`config.mk`:
```
export PLATFORM = sky130hd
export DESIGN_NAME = mod_mult_serial
export DESIGN_NICKNAME = d
export VERILOG_FILES = /design/src/rtl/mod_mult_serial.sv
export SDC_FILE = /design/constraint.sdc
export NUM_CORES = 1
export LEC_CHECK = 0
export ABC_AREA = 1
export CELL_PAD_IN_SITES_DETAIL_PLACEMENT = 1
export CELL_PAD_IN_SITES_GLOBAL_PLACEMENT = 1
export CORE_MARGIN = 5
export CORE_UTILIZATION = 41
export DETAILED_ROUTE_END_ITERATION = 10
export PLACE_DENSITY = 0.83
export SLEW_MARGIN = 20
export SYNTH_ARGS = -nofsm -noshare
export SYNTH_HDL_FRONTEND = slang
export SYNTH_SLANG_ARGS = --single-unit
export TNS_END_PERCENT = 10
```
`constraint.sdc`:
```
create_clock -name clk -period 10.85 [get_ports clk]
set_clock_uncertainty 0.2 [all_clocks]
set_input_delay 2.17 -clock clk [delete_from_list [all_inputs] [get_ports clk]]
set_output_delay 2.17 -clock clk [all_outputs]
set_load 0.03 [all_outputs]
```
`src/rtl/mod_mult_serial.sv`:
```
// ============================================================================
// Module  : mod_mult_serial
// Brief   : Digit-serial modular multiplier z = (a*b) mod M, MSD-first on b,
//           D bits per cycle, with valid/ready handshakes on both sides.
// Rev     : 1.0  initial release
// ============================================================================
`default_nettype none

module mod_mult_serial #(
    parameter int M = 2011,
    parameter int W = 11,
    parameter int D = 6
) (
    input  logic         clk,
    input  logic         rst,
    input  logic         in_valid,
    output logic         in_ready,
    input  logic [W-1:0] in_a,
    input  logic [W-1:0] in_b,
    output logic         out_valid,
    input  logic         out_ready,
    output logic [W-1:0] out_z,
    output logic         out_err
);

    localparam int NDIG = (W + D - 1) / D;
    localparam int NB   = NDIG * D;
    localparam int XW   = W + D + 1;
    localparam int CW   = (NDIG > 1) ? $clog2(NDIG) : 1;

    localparam logic [W-1:0]  c_mod   = W'(M);
    localparam logic [XW-1:0] c_mod_x = XW'(M);

    typedef enum logic [1:0] {
        S_IDLE = 2'd0,
        S_RUN  = 2'd1,
        S_DONE = 2'd2
    } state_t;

    state_t         r_state;
    state_t         w_next;

    logic [W-1:0]   r_a;
    logic [NB-1:0]  r_b;
    logic [W-1:0]   r_acc;
    logic [CW-1:0]  r_cnt;
    logic           r_err;
    logic [W-1:0]   r_z;
    logic           r_zerr;

    logic           w_accept;
    logic           w_last;
    logic [D-1:0]   w_digit;
    logic [XW-1:0]  w_sum;
    logic [XW-1:0]  w_red [0:D];
    logic [W-1:0]   w_next_acc;

    assign w_accept = in_valid && (r_state == S_IDLE);
    assign w_last   = (r_cnt == '0);
    assign w_digit  = r_b[NB-1 -: D];

    // acc*2^D + a*d stays below M*2^(D+1), so the quotient fits in D+1 bits.
    assign w_sum    = XW'({r_acc, {D{1'b0}}}) + XW'(r_a) * XW'(w_digit);
    assign w_red[0] = w_sum;

    // Restoring compare/subtract ladder: remove M*2^k for k = D down to 1.
    generate
        for (genvar gi = 0; gi < D; gi++) begin : g_red
            localparam logic [XW-1:0] c_sub = c_mod_x << (D - gi);
            assign w_red[gi+1] = (w_red[gi] >= c_sub) ? (w_red[gi] - c_sub) : w_red[gi];
        end
    endgenerate

    assign w_next_acc = (w_red[D] >= c_mod_x) ? W'(w_red[D] - c_mod_x) : w_red[D][W-1:0];

    always_ff @(posedge clk or posedge rst) begin
        if (rst) begin
            r_state <= S_IDLE;
        end else begin
            r_state <= w_next;
        end
    end

    always_comb begin
        w_next = r_state;
        case (r_state)
            S_IDLE:  if (in_valid)  w_next = S_RUN;
            S_RUN:   if (w_last)    w_next = S_DONE;
            S_DONE:  if (out_ready) w_next = S_IDLE;
            default:                w_next = S_IDLE;
        endcase
    end

    always_ff @(posedge clk or posedge rst) begin
        if (rst) begin
            r_a    <= '0;
            r_b    <= '0;
            r_acc  <= '0;
            r_cnt  <= '0;
            r_err  <= 1'b0;
            r_z    <= '0;
            r_zerr <= 1'b0;
        end else if (w_accept) begin
            r_a    <= in_a;
            r_b    <= NB'(in_b);
            r_acc  <= '0;
            r_cnt  <= CW'(NDIG - 1);
            r_err  <= (in_a >= c_mod) || (in_b >= c_mod);
        end else if (r_state == S_RUN) begin
            // An out-of-range operand keeps the fixed latency but yields zero.
            r_acc <= r_err ? '0 : w_next_acc;
            r_b   <= r_b << D;
            r_cnt <= r_cnt - 1'b1;
            if (w_last) begin
                r_z    <= r_err ? '0 : w_next_acc;
                r_zerr <= r_err;
            end
        end
    end

    assign in_ready  = (r_state == S_IDLE);
    assign out_valid = (r_state == S_DONE);
    assign out_z     = r_z;
    assign out_err   = r_zerr;

endmodule

`default_nettype wire
```
==> flow_metrics.env, run 1 <==
export IMPL_gp_congestion=0.8819
export IMPL_synth_area_leader_cell="nand2_1"
export IMPL_end_kind="register"
export IMPL_finalHoldViolCount=0
export IMPL_postRouteAntennaNets=0
export IMPL_io_buffers=39
export IMPL_synth_top_cell_area_share=0.2287
export IMPL_start_util=0.4130
export IMPL_core_um2=21620
export IMPL_cts_tree="done"
export IMPL_cpMaxStageDelayCell="fa_1"
export IMPL_grt_pass1_vias=9825
export IMPL_cts_buffers=5
export IMPL_die_w_um=157.6
export IMPL_crit_path_frequent_cell="nand2_2"
export IMPL_wirelength_um=31000
export IMPL_r2r_cells=70
export IMPL_synthMuxAreaShare=0
export IMPL_synth_top_family_by_area="simple AND/OR/NAND/NOR gates"
export IMPL_routedWlPerCell_um=16.96
export IMPL_critical_path_arrival_ns=10.63
export IMPL_synthesis_area_um2=8929
export IMPL_grt_pass1_wl_um=46400
export IMPL_whs_path_depth=2
export IMPL_crit_fanout=10
export IMPL_cts_hold_buf=0
export IMPL_setup_viol=0
export IMPL_vias_per_cell=5.325
export IMPL_tightest_slew_ns=0.8418
export IMPL_hold_class="reg -> reg"
export IMPL_fmax_mhz=94.25
export IMPL_grt_max_degree=51
export IMPL_cts_root_buffer="clkbuf_16"
export IMPL_chipHeight_um=157.6
export IMPL_synth_xor_area_share=0.02733
export IMPL_nets=1658
export IMPL_stdcell_count=1828
export IMPL_drc=0
export IMPL_synth_main_ff_cell="dfrtp_1"
export IMPL_drv_slew=0
export IMPL_yosys_area_share_simple=0.4940
export IMPL_critPathBufInv=9
export IMPL_max_slew_margin_rel=0.4381
export IMPL_cp_required_ns=10.87
export IMPL_synth_compound_area_frac=0.04919
export IMPL_grt_usage=0.2225
export IMPL_cpLargestDelayFamily="simple AND/OR/NAND/NOR gates"
export IMPL_max_stage_delay_ns=0.58
export IMPL_clk_pin_slew_ns=0.06
export IMPL_status="finished clean"
export IMPL_synthTopCellsByCount="544 x nand2_1, 230 x inv_1, 118 x nand3_1"
export IMPL_synth_area_leaders="nand2_1 23%, dfrtp_1 14%, fa_1 11%"
export IMPL_synthCells=1440
export IMPL_r2r_setup_slack_ns=0.24
export IMPL_die_area_um2=24830
export IMPL_drtPass1Iterations=5
export IMPL_crit_cells=70
export IMPL_async_flop_share=1.000
export IMPL_avgSynthCellArea_um2=6.200
export IMPL_dp_cells=1756
export IMPL_drtIter0Drc=402
export IMPL_synth_most_common_cell="nand2_1"
export IMPL_io_pins=40
export IMPL_final_layout_size_suffix_gt1_frac=0.2313
export IMPL_antenna_found_initial=0
export IMPL_crit_type="reg -> reg"
export IMPL_clock_latency_ns=0.29
export IMPL_startpoint_type="register"
export IMPL_h_tree_depth=2
export IMPL_yosysUniqueCellTypes=48
export IMPL_cts_path_max_buffers=2
export IMPL_maxCapViolCount=0
export IMPL_fin_crit_sh=0.9779
export IMPL_antennaDiodeCount=0
export IMPL_yosys_warnings=0
export IMPL_layout_min_cycle_time_ns=10.61
export IMPL_synth_fa_ha_area_frac=0.1595
export IMPL_fill_cells=2893
export IMPL_via_count=9734
export IMPL_syn_to_final_growth_pct=22.79
export IMPL_synth_edf_count=0
export IMPL_synth_seq_area_share=0.1401
export IMPL_dp_hpwl_um=22630
export IMPL_syn_num_nets=1551
export IMPL_rows=54
export IMPL_cts_sinks=50
export IMPL_overflow=0
export IMPL_synth_seq_cells=50
through the flow:
stage | instance area (µm²) | setup TNS [ns] | utilization | hold slack (ns) | worst slack (ns)
final | 10960 | 0 | 0.5071 | 0.2888 | 0.2395
after global routing | 10960 | -5.205 | 0.5071 | 0.3231 | -0.2711
after CTS | 10050 | 0 | 0.4648 | 0.2976 | 0.003509
after detailed placement | 9657 | -11.66 | 0.4466 | 0.2759 | -0.5664
after global placement | 9657 | -2.071 | 0.4466 | 0.2633 | -0.1346
after floorplan | 8929 | 0 | - | 0.2494 | 0.7067
worst paths after layout:
| check | startpoint | endpoint |
|---|---|---|
| worst max-delay path | r_b[8] | r_acc[4] |
| worst min-delay path | out_z[10] | out_z[10] |
| worst max register to register | r_b[8] | r_acc[4] |
| worst min register to register | out_z[10] | out_z[10] |
| max in group asynchronous | rst | r_b[9] |
| min in group asynchronous | rst | out_z[7] |
cells by family (layout without fill, tap and decap cells):
group,count (synthesis),after routing
AO/OA/AOI/OAI,71,71
buffers and inverters,286,387
AND/OR/NAND/NOR,921,928
adder cells (fa/ha/maj),85,85
flip-flops,50,50
XOR/XNOR,27,27
worst register-to-register path: cells and delay by family, from the launching register on:
kind / cells / cell delay, ns
AO/OA/AOI/OAI: 1 / 0.22
XOR/XNOR: 1 / 0.20
adder cells (fa/ha/maj): 9 / 3.10
buffers and inverters: 9 / 0.99
flip-flops: 1 / 0.49
AND/OR/NAND/NOR: 50 / 5.35
state kept, by name, summed over array words and instances (netlist names):
register and cells:
r_b 12, out_z 11, r_a 11, r_acc 11
r_state 2, out_err 1, r_cnt 1, r_err 1
per-layer routing:
| metal | track usage | up-vias | share of wire |
|---|---|---|---|
| met5 | 0 | - | 0 |
| met4 | 0.06555 | 0 | 0.033 |
| met3 | 0.01230 | 74 | 0.029 |
| met2 | 0.4050 | 207 | 0.51 |
| met1 | 0.2850 | 4753 | 0.42 |
| li1 | - | 4700 | - |
cell usage in the layout, fill, tap and decap left out, types with 9 or more instances in the layout:
cell type        instances
buf_4                   73
ha_1                    27
nor2_1                  53
inv_1                  227
nand2_2                 94
nand3_4                 14
o21ai_0                 20
a21oi_1                 11
nand2_1                494
xor2_1                  25
nor2_4                  27
nand3b_1                 9
fa_1                    46
nand2_4                 21
inv_2                   29
nand4_1                 52
nand3_2                 19
clkdlybuf4s50_1         39
dfrtp_2                 14
nand3_1                111
dfrtp_1                 36
o21ai_1                  9
nor2_2                  13
final cells by class:
type,count,area [µm²],area share
inverters,261,988.4,0.09016
repair buffers,118,1032,0.09416
well taps,280,350.3,0.03196
clock buffers,7,132.6,0.01210
flip-flops and latches,50,1269,0.1157
multi-input cells,1111,7161,0.6532
clock inverters,1,30.03,0.002739
timing repair:
action                                  in CTS  in global routing
gates resized for setup                     23                144
cloned                                       2                  5
setup buffers                               14                 43
pin swaps                                    6                 62
endpoints found under the setup margin      22                 22
Power of run 1 is not shown: default switching activity piles up to over one toggle a cycle in this logic, so the estimate is an artifact.
==> run 2: changes to the inputs <==
- SLEW_MARGIN: 20 -> 10
- clock period: 10.85 -> 8.5 ns (I/O delays scaled with it)
==> flow_metrics.env, run 2 <==
export IMPL_status="did not finish"
export IMPL_haltStage="global routing (5_1_grt)"
export IMPL_error="[ERROR GRT-0232] Routing congestion too high. Check the congestion heatmap in the GUI."
export IMPL_synth_xor_area_share=0.02733
export IMPL_synthCells=1440
export IMPL_synth_compound_area_frac=0.04919
export IMPL_synthesis_area_um2=8929
export IMPL_synth_area_leaders="nand2_1 23%, dfrtp_1 14%, fa_1 11%"
export IMPL_async_flop_share=1.000
export IMPL_synth_area_leader_cell="nand2_1"
export IMPL_synth_seq_area_share=0.1401
export IMPL_cts_root_buffer="clkbuf_16"
export IMPL_syn_num_nets=1551
export IMPL_grt_max_degree=51
export IMPL_h_tree_depth=2
export IMPL_dp_hpwl_um=31830
export IMPL_yosys_warnings=0
export IMPL_chipHeight_um=157.6
export IMPL_cts_buffers=5
export IMPL_rows=54
export IMPL_synthMuxAreaShare=0
export IMPL_synth_top_cell_area_share=0.2287
export IMPL_gp_congestion=0.9415
export IMPL_io_buffers=39
export IMPL_synth_edf_count=0
export IMPL_start_util=0.4130
export IMPL_grt_usage=0.8500
export IMPL_worstEpCategory="register data pin"
export IMPL_synth_top_family_by_area="simple AND/OR/NAND/NOR gates"
export IMPL_die_w_um=157.6
export IMPL_synthTopCellsByCount="544 x nand2_1, 230 x inv_1, 118 x nand3_1"
export IMPL_yosysUniqueCellTypes=48
export IMPL_synth_seq_cells=50
export IMPL_synth_main_ff_cell="dfrtp_1"
export IMPL_synth_fa_ha_area_frac=0.1595
export IMPL_avgSynthCellArea_um2=6.200
export IMPL_dp_cells=2035
export IMPL_cts_path_max_buffers=2
export IMPL_cts_hold_buf=0
export IMPL_overflow=428
export IMPL_cts_sinks=50
export IMPL_worstEndpointGrtRepair="out_z[0]$_DFFE_PP0P_/D"
export IMPL_synth_most_common_cell="nand2_1"
export IMPL_pre_cts_slack_ns=-2.432
export IMPL_io_pins=40
export IMPL_yosys_area_share_simple=0.4940
run 2: cell counts after synthesis:
Identical to the previous run, type by type.
run 2: logic make-up after synthesis:
| kind of cell | after synthesis |
|---|---|
| flops | 50 |
| simple gates | 921 |
| compound gates | 71 |
| xor+xnor | 27 |
| buf+inv | 286 |
| fa+ha+maj | 85 |
run 2: through the flow:
step,TNS [ns],utilization,hold slack [ns],instance area [µm²]
2_1_floorplan,-24.51,-,0.2419,9283
3_3_place_gp,-32.17,0.5600,0.2647,12110
3_5_place_dp,-51.48,0.5600,0.2668,12110
4_1_cts,-37.44,0.6196,0.3148,13400
run 2: timing repair:
action | in CTS
pin swaps | 80
buffers inserted | 60
setup endpoints to repair | 22
gates resized for setup | 178
cloned | 3
run 2: per-layer routing:
metal / GRT usage / overflow
met1: 0.8028 / 3
met2: 1.002 / 283
met3: 0.7414 / 10
met4: 0.9250 / 131
met5: 0.3433 / 1
==> run 3: changes to the inputs <==
- CELL_PAD_IN_SITES_DETAIL_PLACEMENT: 1 -> not set
- CELL_PAD_IN_SITES_GLOBAL_PLACEMENT: 1 -> not set
- CORE_UTILIZATION: 41 -> 40
- PLACE_DENSITY: 0.83 -> not set
- PLACE_DENSITY_LB_ADDON: not set -> 0.15
- clock period: 8.5 -> 11.1 ns (I/O delays scaled with it)
==> flow_metrics.env, run 3 (synthesized netlist as in run 1, its figures left out) <==
export IMPL_status="finished clean"
export IMPL_gp_congestion=0.8923
export IMPL_maxCapViolCount=0
export IMPL_vias_per_cell=4.958
export IMPL_fill_cells=2313
export IMPL_regToRegStartpoint="r_b[8]"
export IMPL_via_count=9033
export IMPL_die_area_um2=25410
export IMPL_critPathBufInv=15
export IMPL_cts_buffers=5
export IMPL_hp_start="r_acc[8]"
export IMPL_dp_hpwl_um=19580
export IMPL_grt_max_degree=51
export IMPL_core_um2=21890
export IMPL_r2r_setup_slack_ns=0.64
export IMPL_regMostFlops="r_b"
export IMPL_min_to="r_acc[8]"
export IMPL_critical_path_arrival_ns=10.44
export IMPL_layout_min_cycle_time_ns=10.46
export IMPL_startpoint_type="register"
export IMPL_routedWlPerCell_um=13.63
export IMPL_cp_required_ns=11.07
export IMPL_fmax_mhz=95.56
export IMPL_io_pins=40
export IMPL_tightest_slew_ns=1.023
export IMPL_r2r_cells=72
export IMPL_end_kind="register"
export IMPL_drtIter0Drc=572
export IMPL_wirelength_um=24830
export IMPL_crit_type="reg -> reg"
export IMPL_cpLargestDelayFamily="simple AND/OR/NAND/NOR gates"
export IMPL_syn_to_final_growth_pct=18.97
export IMPL_drc=0
export IMPL_grt_pass1_vias=8303
export IMPL_rows=54
export IMPL_antenna_found_initial=0
export IMPL_fin_ws_ns=0.6355
export IMPL_pre_cts_slack_ns=-0.04123
export IMPL_postRouteAntennaNets=0
export IMPL_max_slew_margin_rel=0.3171
export IMPL_drv_slew=0
export IMPL_drtPass1Iterations=6
export IMPL_largest_reg_flops=12
export IMPL_grt_usage=0.1826
export IMPL_whs_ns=0.2771
export IMPL_layout_common_cells="516 x nand2_1, 229 x inv_1, 113 x nand3_1"
export IMPL_setup_viol=0
export IMPL_max_stage_delay_ns=0.57
export IMPL_clock_latency_ns=0.29
export IMPL_final_common_cell="nand2_1"
export IMPL_stdcell_count=1822
export IMPL_io_buffers=39
export IMPL_dp_cells=1750
export IMPL_final_layout_size_suffix_gt1_frac=0.2030
export IMPL_h_tree_depth=2
export IMPL_whs_path_depth=2
export IMPL_cpMaxStageDelayCell="fa_1"
export IMPL_fin_crit_sh=0.9428
export IMPL_finalHoldViolCount=0
export IMPL_hold_class="reg -> reg"
export IMPL_cts_sinks=50
export IMPL_r2r_end="out_z[3]"
export IMPL_cts_root_buffer="clkbuf_16"
export IMPL_start_util=0.4079
export IMPL_cts_tree="done"
export IMPL_crit_fanout=11
export IMPL_chipHeight_um=159.4
export IMPL_die_w_um=159.4
export IMPL_grt_pass1_wl_um=40190
export IMPL_cts_path_max_buffers=2
export IMPL_overflow=0
export IMPL_antennaDiodeCount=0
export IMPL_nets=1652
export IMPL_clk_pin_slew_ns=0.07
run 3: through the flow:
step | cell area [µm²] | utilization | TNS [ns]
5_1_grt | 10620 | 0.4853 | -1.320
3_3_place_gp | 9612 | 0.4391 | 0
3_5_place_dp | 9612 | 0.4391 | -0.2150
2_1_floorplan | 8929 | - | 0
4_1_cts | 9796 | 0.4475 | 0
6_report | 10620 | 0.4853 | 0
run 3: worst max path at each step:
stage / cells after the start / from / slack, ns / endpoint
2_1_floorplan: 77 / r_b[10] / 0.96 / out_z[9]
3_3_place_gp: 68 / r_b[11] / 0.11 / out_z[5]
3_5_place_dp: 68 / r_b[10] / -0.04 / out_z[1]
4_1_cts: 68 / r_b[8] / 0.02 / out_z[5]
5_1_grt: 77 / r_b[8] / -0.12 / out_z[5]
6_report: 72 / r_b[8] / 0.64 / out_z[3]
run 3: what timing repair did:
| item | 4_1_cts | 5_1_grt |
|---|---|---|
| gates cloned | 0 | 5 |
| gates resized for setup | 5 | 94 |
| pin swaps | 1 | 43 |
| setup endpoints to repair | 17 | 22 |
| hold buffers | 0 | 0 |
| endpoints found under the hold margin | 0 | 0 |
| buffers inserted | 2 | 57 |
run 3: area by class of cell:
cell class / instances / area [µm²] / share of cell area
clock buffers: 7 / 132.6 / 0.01249
clock inverters: 1 / 30.03 / 0.002827
inverters: 261 / 982.2 / 0.09246
multi-input cells: 1109 / 6903 / 0.6498
flip-flops and latches: 50 / 1266 / 0.1192
well taps: 280 / 350.3 / 0.03298
repair buffers: 114 / 958.4 / 0.09022
run 3: per-layer routing:
layer	vias to the layer above	routed length, µm	GRT usage
met2	181	11610	0.3093
met5	-	0	0
met1	4152	11820	0.2588
li1	4676	-	-
met4	0	488	0.03490
met3	24	920	0.01268
run 3: worst min-delay path, cell delays in order (launching register included):
cell	delay [ns]
dfrtp_1	0.34
nand2_1	0.06
nand2_1	0.05
Power of run 3 is left out for the same reason.
==> run 4: changes to the inputs <==
- PLACE_DENSITY_LB_ADDON: 0.15 -> not set
==> flow_metrics.env, run 4 (synthesized netlist as in run 1, its figures left out) <==
export IMPL_cts_sinks=50
export IMPL_crit_type="reg -> reg"
export IMPL_clk_pin_slew_ns=0.07
export IMPL_hold_class="reg -> reg"
export IMPL_drtIter0Drc=554
export IMPL_postRouteAntennaNets=0
export IMPL_cts_hold_buf=0
export IMPL_cts_buffers=5
export IMPL_h_tree_depth=2
export IMPL_wirelength_um=24030
export IMPL_cpLargestDelayFamily="simple AND/OR/NAND/NOR gates"
export IMPL_cpMaxStageDelayCell="fa_1"
export IMPL_largest_reg_flops=12
export IMPL_grt_pass1_wl_um=39090
export IMPL_max_slew_margin_rel=0.4990
export IMPL_cts_tree="done"
export IMPL_overflow=0
export IMPL_layout_common_cells="522 x nand2_1, 227 x inv_1, 110 x nand3_1"
export IMPL_core_um2=21890
export IMPL_cts_path_max_buffers=2
export IMPL_die_w_um=159.4
export IMPL_cts_root_buffer="clkbuf_16"
export IMPL_gp_congestion=0.8788
export IMPL_layout_min_cycle_time_ns=10.45
export IMPL_routedWlPerCell_um=13.24
export IMPL_io_pins=40
export IMPL_pre_cts_slack_ns=-0.2342
export IMPL_status="finished clean"
export IMPL_clock_latency_ns=0.29
export IMPL_fill_cells=2305
export IMPL_start_util=0.4079
export IMPL_whs_path_depth=2
export IMPL_drv_slew=0
export IMPL_grt_usage=0.1766
export IMPL_startpoint_type="register"
export IMPL_grt_max_degree=51
export IMPL_end_kind="register"
export IMPL_syn_to_final_growth_pct=19.21
export IMPL_drc=0
export IMPL_antennaDiodeCount=0
export IMPL_regMostFlops="r_b"
export IMPL_crit_cells=68
export IMPL_dp_hpwl_um=18740
export IMPL_drtPass1Iterations=5
export IMPL_nets=1644
export IMPL_final_layout_size_suffix_gt1_frac=0.2001
export IMPL_grt_pass1_vias=8302
export IMPL_maxCapViolCount=0
export IMPL_antenna_found_initial=0
export IMPL_rows=54
export IMPL_fmax_mhz=95.67
export IMPL_setup_viol=0
export IMPL_critical_path_arrival_ns=10.42
export IMPL_tightest_slew_ns=0.7496
export IMPL_critPathBufInv=16
export IMPL_final_common_cell="nand2_1"
export IMPL_finish_utilization=0.4862
export IMPL_cp_required_ns=11.06
export IMPL_via_count=8986
export IMPL_die_area_um2=25410
export IMPL_io_buffers=39
export IMPL_fin_ws_ns=0.6476
export IMPL_vias_per_cell=4.954
export IMPL_crit_fanout=13
export IMPL_fin_crit_sh=0.9417
export IMPL_r2r_cells=68
export IMPL_finalHoldViolCount=0
export IMPL_max_stage_delay_ns=0.58
export IMPL_chipHeight_um=159.4
## run 4: cell types whose count changed in the layout (fill, tap and decap cells not counted), sizes merged
cell / delta
nand2: +1
bufinv: +1
clkbuf: -1
clkinv: +1
buf: -9
nand3: -1
## run 4: path summary, 6_finish.rpt
check	start	end	slack, ns
worst min register to register	out_z[0]	out_z[0]	0.29
worst max-delay path	r_b[11]	out_z[2]	0.65
min in group asynchronous	rst	out_z[4]	2.20
max in group asynchronous	rst	r_a[3]	8.03
worst max register to register	r_b[11]	out_z[2]	0.65
worst min-delay path	out_z[0]	out_z[0]	0.29
## run 4: cell type report
type                            instances  area, µm²  area share
Clock buffer                            5      125.1     0.01175
Clock inverter                          3      68.82    0.006465
Inverter                              261      987.2     0.09275
Multi-Input combinational cell       1109       6947      0.6526
Sequential cell                        50       1265      0.1188
Tap cell                              280      350.3     0.03291
Timing Repair Buffer                  106      900.9     0.08464
## run 4: worst reg2reg max path, delay by kind of cell, from the launching register on
| kind | cells | cell delay, ns |
|---|---|---|
| compound gates | 3 | 0.39 |
| fa+ha+maj | 6 | 2.50 |
| buf+inv | 16 | 1.94 |
| flops | 1 | 0.43 |
| simple gates | 43 | 4.87 |
## run 4: repair_timing
item	CTS	global route
cloned	0	5
pin swaps	2	38
resized for setup	7	96
endpoints found under the hold margin	0	0
endpoints found under the setup margin	22	22
buffers inserted	6	51
## run 4: stage by stage
stage                     instances  cell area [µm²]  setup TNS, ns  hold WS (ns)
final                          1814            10640              0        0.2852
after floorplan                1440             8929              0        0.2494
after detailed placement       1744             9567         -3.912        0.2646
after global routing           1814            10640         -1.283        0.3168
after global placement         1744             9567        -0.6892        0.2689
after CTS                      1758             9828              0        0.2905
## run 4: per-layer routing
metal  wire length (µm)  GRT usage
met3                696    0.01243
met4                373    0.03994
met1              11540     0.2450
met2              11420     0.3022
met5                  0          0
Power of run 4 is left out for the same reason.
